===== src/rtl/key_debounce_if.sv =====
// Key pin / debounced event bundle between the board-level key pins and key_debounce.
interface key_debounce_if #(
  parameter int N_KEYS = 4
);
  logic [N_KEYS-1:0] key_n;
  logic [N_KEYS-1:0] key_level;
  logic [N_KEYS-1:0] key_down;
  logic [N_KEYS-1:0] key_up;
  logic [N_KEYS-1:0] key_long;

  modport master (
    output key_n,
    input  key_level, key_down, key_up, key_long
  );

  modport slave (
    input  key_n,
    output key_level, key_down, key_up, key_long
  );
endinterface


===== src/rtl/key_debounce.sv =====
// Per-key 2-FF synchronizer plus debounce FSM producing a clean level and
// single-cycle press, release and long-press pulses for active-low buttons.
module key_debounce #(
  parameter int N_KEYS          = 4,
  parameter int DEBOUNCE_CYCLES = 1000000,
  parameter int LONG_CYCLES     = 50000000
) (
  input logic          clk,
  input logic          rst,
  key_debounce_if.slave kif
);

  localparam int DW = $clog2(DEBOUNCE_CYCLES) + 1;
  localparam int LW = $clog2(LONG_CYCLES) + 1;

  localparam logic [1:0] IDLE       = 2'd0;
  localparam logic [1:0] DB_PRESS   = 2'd1;
  localparam logic [1:0] PRESSED    = 2'd2;
  localparam logic [1:0] DB_RELEASE = 2'd3;

  localparam logic [DW-1:0] D_LAST = DW'(DEBOUNCE_CYCLES - 1);
  localparam logic [LW-1:0] L_LAST = LW'(LONG_CYCLES - 1);

  // Preset to released so a key held through reset is seen as a fresh press.
  logic [N_KEYS-1:0] sync1, sync2;

  always_ff @(posedge clk or posedge rst) begin
    if (rst) begin
      sync1 <= '1;
      sync2 <= '1;
    end else begin
      sync1 <= kif.key_n;
      sync2 <= sync1;
    end
  end

  for (genvar i = 0; i < N_KEYS; i++) begin : g_key
    logic [1:0]    state;
    logic [DW-1:0] dcnt;
    logic [LW-1:0] lcnt;
    logic          fired;
    logic          level, down, up, lng;
    logic          k_s;

    assign k_s = ~sync2[i];

    always_ff @(posedge clk or posedge rst) begin
      if (rst) begin
        state <= IDLE;
        dcnt  <= '0;
        lcnt  <= '0;
        fired <= 1'b0;
        level <= 1'b0;
        down  <= 1'b0;
        up    <= 1'b0;
        lng   <= 1'b0;
      end else begin
        down <= 1'b0;
        up   <= 1'b0;
        lng  <= 1'b0;

        // Long count runs through release debounce; saturation blocks retrigger.
        if (state == PRESSED || state == DB_RELEASE) begin
          if (lcnt == L_LAST) begin
            if (!fired) begin
              lng   <= 1'b1;
              fired <= 1'b1;
            end
          end else begin
            lcnt <= lcnt + 1'b1;
          end
        end

        case (state)
          IDLE: begin
            if (k_s) begin
              state <= DB_PRESS;
              dcnt  <= DW'(1);
            end
          end
          DB_PRESS: begin
            if (!k_s) begin
              state <= IDLE;
              dcnt  <= '0;
            end else if (dcnt == D_LAST) begin
              state <= PRESSED;
              dcnt  <= '0;
              lcnt  <= '0;
              level <= 1'b1;
              down  <= 1'b1;
            end else begin
              dcnt <= dcnt + 1'b1;
            end
          end
          PRESSED: begin
            if (!k_s) begin
              state <= DB_RELEASE;
              dcnt  <= DW'(1);
            end
          end
          DB_RELEASE: begin
            if (k_s) begin
              state <= PRESSED;
              dcnt  <= '0;
            end else if (dcnt == D_LAST) begin
              state <= IDLE;
              dcnt  <= '0;
              level <= 1'b0;
              up    <= 1'b1;
              fired <= 1'b0;
            end else begin
              dcnt <= dcnt + 1'b1;
            end
          end
          default: state <= IDLE;
        endcase
      end
    end

    assign kif.key_level[i] = level;
    assign kif.key_down[i]  = down;
    assign kif.key_up[i]    = up;
    assign kif.key_long[i]  = lng;
  end

endmodule

===== src/flat_wrapper.sv =====
// flat-port wrapper written by rule: the top's interface ports become plain ports
module key_debounce_flat 
#(
  parameter int N_KEYS          = 4,
  parameter int DEBOUNCE_CYCLES = 1000000,
  parameter int LONG_CYCLES     = 50000000
)
  (clk, rst, kif_key_n, kif_key_level, kif_key_down, kif_key_up, kif_key_long);
  key_debounce_if #(.N_KEYS(N_KEYS)) kif_i ();
  input logic clk;
  input logic rst;
  input wire logic [$bits(kif_i.key_n)-1:0] kif_key_n;
  output wire logic [$bits(kif_i.key_level)-1:0] kif_key_level;
  output wire logic [$bits(kif_i.key_down)-1:0] kif_key_down;
  output wire logic [$bits(kif_i.key_up)-1:0] kif_key_up;
  output wire logic [$bits(kif_i.key_long)-1:0] kif_key_long;
  assign kif_i.key_n = kif_key_n;
  assign kif_key_level = kif_i.key_level;
  assign kif_key_down = kif_i.key_down;
  assign kif_key_up = kif_i.key_up;
  assign kif_key_long = kif_i.key_long;
  key_debounce #(.N_KEYS(N_KEYS), .DEBOUNCE_CYCLES(DEBOUNCE_CYCLES), .LONG_CYCLES(LONG_CYCLES)) u_core (.clk(clk), .rst(rst), .kif(kif_i));
endmodule

===== config.mk =====
export PLATFORM = sky130hd
export DESIGN_NAME = key_debounce_flat
export DESIGN_NICKNAME = d
export VERILOG_FILES = /design/src/rtl/key_debounce_if.sv /design/src/rtl/key_debounce.sv /design/src/flat_wrapper.sv
export SDC_FILE = /design/constraint.sdc
export NUM_CORES = 1
export LEC_CHECK = 0
export ABC_CLOCK_PERIOD_IN_PS = 18700
export BUFFER_PORTS_ARGS = -buffer_cell sky130_fd_sc_hd__buf_4
export CORE_MARGIN = 10
export CORE_UTILIZATION = 59
export DETAILED_ROUTE_END_ITERATION = 7
export PLACE_DENSITY = 0.76
export REMOVE_ABC_BUFFERS = 1
export SLEW_MARGIN = 15
export SYNTH_ARGS = -nofsm -noshare
export SYNTH_HDL_FRONTEND = slang
export SYNTH_SLANG_ARGS = --single-unit

===== constraint.sdc =====
create_clock -name clk -period 18.7 [get_ports clk]
set_clock_uncertainty 0.15 [all_clocks]
set_input_delay 1.87 -clock clk [delete_from_list [all_inputs] [get_ports clk]]
set_output_delay 1.87 -clock clk [all_outputs]
set_load 0.005 [all_outputs]

**After elaboration in Yosys (flattened, before gate mapping)**

Cells that the tools add are included.
W data, S select, Z words.

- Register bits after elaboration: 228
- Bits of input ports: 6
- Output and inout bits: 16
- Word-level logic and storage cells: 262

- Add/subtract/negate cells: 8
- Equal/unequal tests: 52
- Mux-type cells: 144
- Reductions and logical operators: 24

Operators with widths:

| cell | count |
|---|---|
| $mux W27 | 20 |
| $mux W21 | 20 |
| $pmux W21 S4 | 4 |
| $add A27 B1 Y27 const B | 4 |
| $eq A27 B26 Y1 const B | 4 |
| $add A21 B1 Y21 const B | 4 |
| $eq A21 B20 Y1 const B | 4 |
| $mux W1 | 68 |
| $mux W2 | 24 |
| $pmux W2 S4 | 4 |
| $ne A2 B1 Y1 const B | 12 |
| $ne A2 B2 Y1 const B | 12 |
| $reduce_and A5 Y1 | 4 |
| $eq A2 B2 Y1 const B | 8 |
| $reduce_and A4 Y1 | 4 |
| $ne A3 B1 Y1 const B | 4 |
| $ne A3 B3 Y1 const B | 4 |
| $eq A2 B1 Y1 const B | 4 |
| $logic_not A2 Y1 | 4 |
| $pmux W1 S2 | 4 |
| $reduce_and A2 Y1 | 4 |
| $reduce_bool A2 Y1 | 4 |
| $logic_or A1 B1 Y1 | 4 |

**Longest topological paths before layout**

- Depth after elaboration: 6
- Depth in mapped cells: 8
- Gate-level depth less buffers: 6

**Worst setup path after synthesis**

No wires, ideal clock.

- Path type: flip-flop to output port
- Start: register u_core.g_key[1].level
- End: output kif_key_level[1]
- Data arrival time: 0.478 ns
- Required time: 16.680 ns
- Slack: 16.202 ns
- Cell stages (with the launch flop): 2
- Cell sequence: dfrtp_1 > buf_4

RTL lines:

| item | RTL line | source |
|---|---|---|
| start, declared | key_debounce.sv:42 | `logic level, down, up, lng;` |
| start signal, assigned | key_debounce.sv:53 | `level <= 1'b0;` |
| start signal, assigned | key_debounce.sv:89 | `level <= 1'b1;` |
| start signal, assigned | key_debounce.sv:108 | `level <= 1'b0;` |
| end, declared | flat_wrapper.sv:13 | `output wire logic [$bits(kif_i.key_level)-1:0] kif_key_level;` |

No word-level cell between the ends.

**Worst setup path in the final report**

- Start: register u_core.g_key[0].level
- End: output kif_key_level[0]

RTL lines:

| item | RTL line |
|---|---|
| start, declared | key_debounce.sv:42 |
| start signal, assigned | key_debounce.sv:53 |
| start signal, assigned | key_debounce.sv:89 |
| start signal, assigned | key_debounce.sv:108 |

No word-level cell between the ends.

==> results.md <==
Detailed routing:
- After the first detailed-routing iteration, the DRC count stood at 629.
- The number of routed nets with antenna violations is 0.
- The number of remaining DRC errors is 0.
- Summed over all layers, the routed wires come to 24,500 um.
- The routed layout has 9,561 vias.
- The routed length per instance is 15.8 um.
- Using the TritonRoute via totals, the vias-per-cell ratio works out to 6.17.
- The pre-antenna-repair detailed-routing pass consisted of 5 iterations.

Logic synthesis:
- In this run, synthesis produced a sequential element count of 228.
- The post-synthesis instance area is 0.0119 sq mm.
- The leading cell type by number of instances after synthesis is sky130_fd_sc_hd__dfrtp_1.
- Yosys printed 0 warnings.
- The commonest cells after synthesis are sky130_fd_sc_hd__dfrtp_1, sky130_fd_sc_hd__nand2_1, sky130_fd_sc_hd__nor2_1.
- The proportion of synthesized chip area in sequential cells is 47.9%.
- For this run, the leading register cell type out of synthesis is sky130_fd_sc_hd__dfrtp_1.
- The fraction of registers with async set/reset is 100%.
- The number of different library cells in the post-synthesis netlist is 76.
- The cell count after synthesis is 1,277.
- The fraction of synthesized cell area taken by the top area cell type is 46.1%.
- The mean instance size in the synthesized netlist is 9.35 sq um.
- The biggest area consumer among synthesized cells is sky130_fd_sc_hd__dfrtp_1.
- After synthesis, the cell types taking the most area are sky130_fd_sc_hd__dfrtp_1, sky130_fd_sc_hd__nand2_1, sky130_fd_sc_hd__nor2_1.
- The number of synthesized flops with an enable pin is 0.

Clocking:
- The root buffer cell is sky130_fd_sc_hd__clkbuf_16.
- TritonCTS built the clock tree.
- No sink is reached through more buffers than the 3 on the longest clock path.
- In this run the post-CTS setup repair buffer count came out at 0.
- The post-cts hold buffer count is 0.
- CTS saw 228 sinks.
- Clock-pin slew was measured on the worst setup and hold paths at 0.06 ns.
- The worst-skew pair later-pin latency is 0.51 ns.
- The number of H-tree levels is 1.
- Once the clock tree was built, the resizer swapped 0 gates to a different size.
- Buffers inserted during clock tree synthesis total 25.

Global routing:
- The initial antenna violation count is 0.
- The overall track demand over capacity in global routing is 18.5%.
- The first global-routing pass estimated 42,800 um of wire.
- The total global routing overflow is 0.
- The pin count of the biggest net entering global routing is 155.
- The via count of the first global-routing pass is 8,997.

STA:
- Setup repair after global routing left no endpoint under its margin.
- The worst hold slack after final layout is 0.202 ns.
- The final setup violation count is 0.
- The number of max-slew violations in the final report is 0.
- The worst relative slew slack is 27.4%.
- The number of hold violations in the final report is 0.
- The post-layout minimum cycle time is 3.10 ns.
- The total negative setup slack is 0 ns.
- The fmax is 0.323 GHz.
- Dividing the final minimum period by the clock period gives 16.6%.
- The actual slew at the worst max-slew pin is 1.09 ns.

Floorplan:
- The die covers 0.0263 sq mm.
- After floorplanning, the core was sized to cover 0.0197 sq mm.
- The floorplan step set the die width to 162 um.
- The number of core rows is 51.
- 22 I/O pins were placed.
- The height of the die is 162 um.
- The starting density of the core is 60.6%.

Outcome:
- The run finished with clean final reports.

Hold path:
- The worst hold path class is reg2reg.
- The worst hold path was traced through 0 stages.

Place:
- At the end of routability-driven placement, the weighted congestion stood at 0.871.
- The sum of net half-perimeters after detailed placement is 15,800 um.
- Buffers placed on the I/O ports in this run total 21.

Worst setup path:
- STA classifies the critical path endpoint as an output port.
- The worst-path cell with the longest stage delay is sky130_fd_sc_hd__dfrtp_1.
- The top cell family by delay on the critical path is flip-flops.
- The startpoint kind of the worst setup timing path is a flop.
- In this run the number of cells on the critical path is 1.
- The critical path goes through buf_4.
- The number of buffers and inverters on the critical path is 1.
- The worst register-to-register path has a depth of 6.
- Along the worst path, the maximum fanout reaches 2.
- The critical path is of the reg2out type.
- STA puts the critical path data required time at 16.68 ns.
- For this run, the slowest stage of the critical path takes 0.42 ns.
- Data on the critical path arrives at its endpoint at 1.08 ns.

Pwr:
- The leakage power figure is 5.48 nW.
- The power density normalized to cell area is 86.5 mW/mm^2.
- The peak supply drop is 0.0716 mV.

Layout:
- The number of antenna diodes in the final layout is 0.
- In the final layout, the multi-input gates occupy 0.00575 sq mm.
- The final net count is 1,281.
- The count of filler cells inserted in the layout is 1,614.
- The relative area change from synthesis to final layout is 9.11%.
- Across the whole layout, storage elements account for 0.00572 sq mm.
- Cells with a size suffix above 1 make up 9.81% of the layout.

Flow run:
- The max capacitance violation total is 0.
-- layout by cell type, fill, tap and decap left out, drive strengths merged, types with 10 or more instances in the layout --
master    n
and4     23
clkbuf   36
nor2    122
and2     13
and3     22
a22o     16
or3      19
xor2     39
nand3    90
nor4     33
o211ai   14
nand2b   10
nand2   122
dfrtp   220
mux2i    11
buf      30
a31oi    43
a21oi    62
nor3     42
o21ai    57
inv      34
nand4    64
xnor2    45
o31ai    14
-- registers in the layout, summed over array words and instances, names as in the netlist, named ones only --
name                count
u_core.g_key.dcnt      84
u_core.g_key.down       4
u_core.g_key.fired      4
u_core.g_key.lcnt     108
u_core.g_key.level      4
u_core.g_key.lng        4
u_core.g_key.state      4
u_core.g_key.up         4
u_core.sync1            4
u_core.sync2            4
-- routing by layer --
metal / GRT usage (%) / part of all wire (%) / routed length, um / vias up
li1: - / - / - / 4646
met1: 25.5 / 46 / 11400 / 4709
met2: 30.2 / 49 / 11900 / 176
met3: 2.58 / 3.5 / 864 / 30
met4: 4.05 / 1.5 / 380 / 0
met5: 0 / 0 / 0 / -
-- worst paths after layout --
kind / start / end / slack (ns)
max: u_core.g_key[0].level / kif_key_level[0] / 15.60
min: u_core.sync1[0] / u_core.sync2[0] / 0.20
max reg2reg: u_core.g_key[0].dcnt[0] / u_core.g_key[0].lcnt[6] / 15.66
min reg2reg: u_core.sync1[0] / u_core.sync2[0] / 0.20
max in group asynchronous: rst / u_core.g_key[1].dcnt[0] / 15.84
min in group asynchronous: rst / u_core.g_key[0].dcnt[16] / 1.24
-- cell type report --
cell class,instances,share of cell area [%]
clock buffer,36,5.66
clock inverter,8,0.903
inverter,34,1.04
multi-input combinational,948,44.1
sequential,228,43.9
tap,265,2.54
timing repair buffer,30,1.88
-- kinds of logic after synthesis --
group | Yosys count | share of synthesized area, %
compound gates | 234 | 12.4
xor+xnor | 84 | 6.16
fa+ha+maj | 8 | 0.838
buf+inv | 101 | 4.24
flops | 228 | 47.9
mux | 13 | 1.11
simple gates | 609 | 27.3
-- per-stage QoR --
step | power [mW] | cell area, sq um | setup slack, ns | std cells | util, %
after CTS | 1.13 | 13000 | 15.31 | 1548 | 65.9
after floorplan | 0.598 | 11600 | 10.45 | 1210 | -
after global routing | 1.17 | 13000 | 15.44 | 1549 | 66.1
after detailed placement | 0.625 | 12100 | 14.76 | 1504 | 61.5
after global placement | 0.621 | 12100 | 14.77 | 1504 | 61.5
final | 1.13 | 13000 | 15.60 | 1549 | 66.1
-- power by group --
group	internal (mW)	total (mW)	switching, mW
Sequential	0.509	0.530	0.0215
Combinational	0.0283	0.0895	0.0613
Clock	0.313	0.507	0.194
Total	0.850	1.13	0.277
No activity file was read; power rests on OpenSTA's default activity.
